--- src/rtl/adder_8bit.sv ---
// rtl/adder_8bit.sv - registered 8-bit ripple-carry adder with carry-in/carry-out
module adder_8bit (
  input  logic       clk,
  input  logic       rst,
  input  logic [7:0] a,
  input  logic [7:0] b,
  input  logic       cin,
  output logic [7:0] sum,
  output logic       cout
);

  logic [8:0] c;
  logic [7:0] s;

  assign c[0] = cin;

  // One full-adder cell per bit, carry rippling from LSB to MSB.
  genvar i;
  generate
    for (i = 0; i < 8; i++) begin : g_fa
      assign s[i]   = a[i] ^ b[i] ^ c[i];
      assign c[i+1] = (a[i] & b[i]) | (c[i] & (a[i] ^ b[i]));
    end
  endgenerate

  always_ff @(posedge clk) begin
    if (rst) begin
      sum  <= 8'h00;
      cout <= 1'b0;
    end else begin
      sum  <= s;
      cout <= c[8];
    end
  end

endmodule

--- config.mk ---
export PLATFORM = sky130hd
export DESIGN_NAME = adder_8bit
export DESIGN_NICKNAME = d
export VERILOG_FILES = /design/src/rtl/adder_8bit.sv
export SDC_FILE = /design/constraint.sdc
export NUM_CORES = 1
export LEC_CHECK = 0
export ABC_CLOCK_PERIOD_IN_PS = 5100
export BUFFER_PORTS_ARGS = -buffer_cell sky130_fd_sc_hd__buf_4
export CAP_MARGIN = 20
export CORE_AREA = 2 2 39 41
export CTS_BUF_LIST = sky130_fd_sc_hd__clkbuf_8
export CTS_CLUSTER_SIZE = 14
export DETAILED_ROUTE_END_ITERATION = 16
export DIE_AREA = 0 0 41 43
export GPL_ROUTABILITY_DRIVEN = 0
export SETUP_SLACK_MARGIN = 0.15
export SLEW_MARGIN = 40
export SYNTH_ARGS = -nofsm -noshare
export SYNTH_HDL_FRONTEND = slang
export SYNTH_SLANG_ARGS = --single-unit
--- constraint.sdc ---
create_clock -name clk -period 5.1 [get_ports clk]
set_input_delay 1.02 -clock clk [delete_from_list [all_inputs] [get_ports clk]]
set_output_delay 1.02 -clock clk [all_outputs]
set_load 0.02 [all_outputs]
==> metrics.log <==
INFO  metric drt_first_iter_violations = 0
INFO  metric worstSetupEndpointType = flop
INFO  metric cp.required = 5.27 ns
INFO  metric synth.distinct_cells = 5
INFO  metric cts-root-buf = sky130_fd_sc_hd__clkbuf_8
INFO  metric min_path_cells = 2
INFO  metric area_delta_synth_final = 64.46%
INFO  metric vias_in_the_first_global_route = around 280
INFO  metric grt_first_pass_wirelength = approximately 1300 um
INFO  metric ys_async_rst_share = 0%
INFO  metric finish.instance_area = about 680 um2
INFO  metric cts_setup_buffers = 0
INFO  metric wirelength = around 780 um
INFO  metric synth-edff-count = 0
INFO  metric io_pins = 28
INFO  metric placed_cell_area = roughly 640 um2
INFO  metric fp.dieH = 43 um
INFO  metric synth_common_cells = sky130_fd_sc_hd__dfxtp_1, sky130_fd_sc_hd__fa_1, sky130_fd_sc_hd__inv_1, sky130_fd_sc_hd__nor2b_1, sky130_fd_sc_hd__nor2_1
INFO  metric layout_min_cycle_time = a little over 4 ns
INFO  metric num_rows = 14
INFO  metric synth_flop_cell = sky130_fd_sc_hd__dfxtp_1
INFO  metric drc = 0
INFO  metric detail_route.wl_per_cell = about 9.7 um
INFO  metric timing.critical_path.fanout_max = 1
INFO  metric grt-ovfl-total = 0
INFO  metric count_of_antenna_diodes_in_the_layout = 0
INFO  metric number_of_buffer_cells_added_on_primary_ports = 27
INFO  metric synth_seq_cells = 9
INFO  metric ir_drop = 105.8 uV
INFO  metric tritoncts.num_buffers = 3
INFO  metric multi_input_area = 209.0 um2
INFO  metric core_region_area = 1384 um2
INFO  metric rsz_0062_raised_after_global_routing = false
INFO  metric antenna_found_initial = 0
INFO  metric design.die.area = 1763 um2
INFO  metric synth.cell_area = about 420 um2
INFO  metric gr-usage-all-layers = 11.60%
INFO  metric startpoint_type = input pin
INFO  metric max_slew.worst_pin.slew = slightly below 0.1 ns
INFO  metric setup_viol = 0
INFO  metric clk_pin_slew = 0.04 ns
INFO  metric cp.arrival = roughly 4.3 ns
INFO  metric syn_nets = 60
INFO  metric area.sequential = ~180 um2
INFO  metric tcrit_tclk_final = between 80% and 90%
INFO  metric min_to = sum[7]
INFO  metric final_util = 49.37%
INFO  metric first_pass_iters = 1
INFO  metric max_slew_margin = between 90% and 100%
INFO  metric hp-start = rst
INFO  metric crit_type = in2reg
INFO  metric hold_viol_final = 0
INFO  metric maxCapViolCount = 0
INFO  metric synth_area_per_cell = 12.59 um2
INFO  metric antenna_violating_nets_post_route = 0
INFO  metric min-delay-path-class = in2reg
INFO  metric routed-via-count = around 320
INFO  metric number_of_vias_per_cell_after_detailed_routing = roughly 4
INFO  metric synthTopCellsByArea = sky130_fd_sc_hd__dfxtp_1, sky130_fd_sc_hd__fa_1, sky130_fd_sc_hd__nor2b_1
INFO  metric ys.warnings.count = 0
INFO  metric drive_above_1_share = roughly 47%
INFO  metric cellLeakagePower = 0.3493 nW
INFO  metric clock_tree.htree_level_count = 1
INFO  metric fin_tns_setup = 0 ns
INFO  metric maxSlewViolCount = 0
INFO  metric clock_tree.buffer_depth = 2
INFO  metric fin_nets = between 90 and 100
INFO  metric cell_with_the_most_instances_after_synthesis = sky130_fd_sc_hd__dfxtp_1
INFO  metric cts_num_sinks = 9
INFO  metric cts.hold.buffers_added = 0
INFO  metric die_x = slightly above 40 um
INFO  metric cts_repair_resize_count = 0
INFO  metric grt_start_max_net_pins = 10
INFO  metric tritoncts = yes
INFO  metric totalPowerFinal = around 0.00022 W
INFO  metric yosys.area.top_type_share = a little over two fifths
INFO  metric power_per_cell_area = approximately 320 nW/um2
INFO  metric fmax = approximately 240 MHz
INFO  metric synth.largest_area_cell = sky130_fd_sc_hd__dfxtp_1
INFO  metric seq_area_frac_synth = around 43%
INFO  metric starting_utilization_of_the_core_area = a little under a third
INFO  metric final.fill_count = between 100 and 150
INFO  metric place.detailed.hpwl = roughly 660 um
INFO  metric netlist_instances = 33
INFO  metric run_status = finished clean
[power breakdown]
part | internal, W | total [W] | switching (W)
Combinational | 0.0000289 | 0.0000546 | 0.0000257
Sequential | 0.0000793 | 0.0000818 | 0.00000244
Clock | 0.0000524 | 0.0000801 | 0.0000277
Total | 0.000161 | 0.000216 | 0.0000559
[kinds of logic after synthesis]
logic type                 synth area share (%)
buffers and inverters                     6.326
and+or+nand+nor                           11.75
DFF                                       43.37
adders and majority gates                 38.55
[through the flow]
step / hold slack (ns) / instances / worst slack, ns
CTS: 1.016 / 80 / 0.9485
floorplan: 1.087 / 33 / 0.9519
detailed placement: 1.264 / 76 / 0.7086
global route: 1.018 / 80 / 0.8434
global placement: 1.259 / 76 / 0.7021
finish: 1.019 / 80 / 0.9514
[registers in the layout (all words and copies together), names as in the netlist]
register,count
cout,1
sum,8
[critical path: stages]
cell and delay [ns]:
sky130_fd_sc_hd__buf_4 0.11, sky130_fd_sc_hd__fa_1 0.40, sky130_fd_sc_hd__inv_1 0.07, sky130_fd_sc_hd__fa_1 0.15, sky130_fd_sc_hd__inv_1 0.05, sky130_fd_sc_hd__fa_1 0.39, sky130_fd_sc_hd__fa_1 0.41, sky130_fd_sc_hd__fa_1 0.39
sky130_fd_sc_hd__fa_1 0.38, sky130_fd_sc_hd__fa_1 0.37, sky130_fd_sc_hd__inv_1 0.07, sky130_fd_sc_hd__fa_1 0.40, sky130_fd_sc_hd__nor2_1 0.10
[worst max-delay path by stage]
stage | from | to | slack [ns] | cells past startpoint
floorplan | a[0] | sum[7] | 0.95 | 12
global placement | a[0] | sum[7] | 0.70 | 13
detailed placement | a[0] | sum[7] | 0.71 | 13
CTS | a[0] | sum[7] | 0.95 | 13
global route | a[0] | sum[7] | 0.84 | 13
finish | a[0] | sum[7] | 0.95 | 13
[metal layers]
layer,up-vias,part of all wire (%),track usage [%]
li1,153,-,-
met5,-,0,0
met1,154,36,14.43
met2,13,51,14.69
met4,0,2.4,10.00
met3,2,9.9,4.712
[cell type report]
type / instances / share of cell area (%)
Clock inverter: 1 / 0.5495
Inverter: 7 / 3.846
Sequential cell: 9 / 26.37
Timing Repair Buffer: 27 / 29.67
Multi-Input combinational cell: 17 / 30.59
Tap cell: 16 / 2.930
Clock buffer: 3 / 6.044
[cell usage in the layout, fill, tap and decap left out, drive strengths merged]
| master | count |
|---|---|
| nor2b | 6 |
| fa | 8 |
| nor2 | 3 |
| clkbuf | 3 |
| buf | 27 |
| inv | 8 |
| dfxtp | 9 |
(Power assumes the default switching activity.)
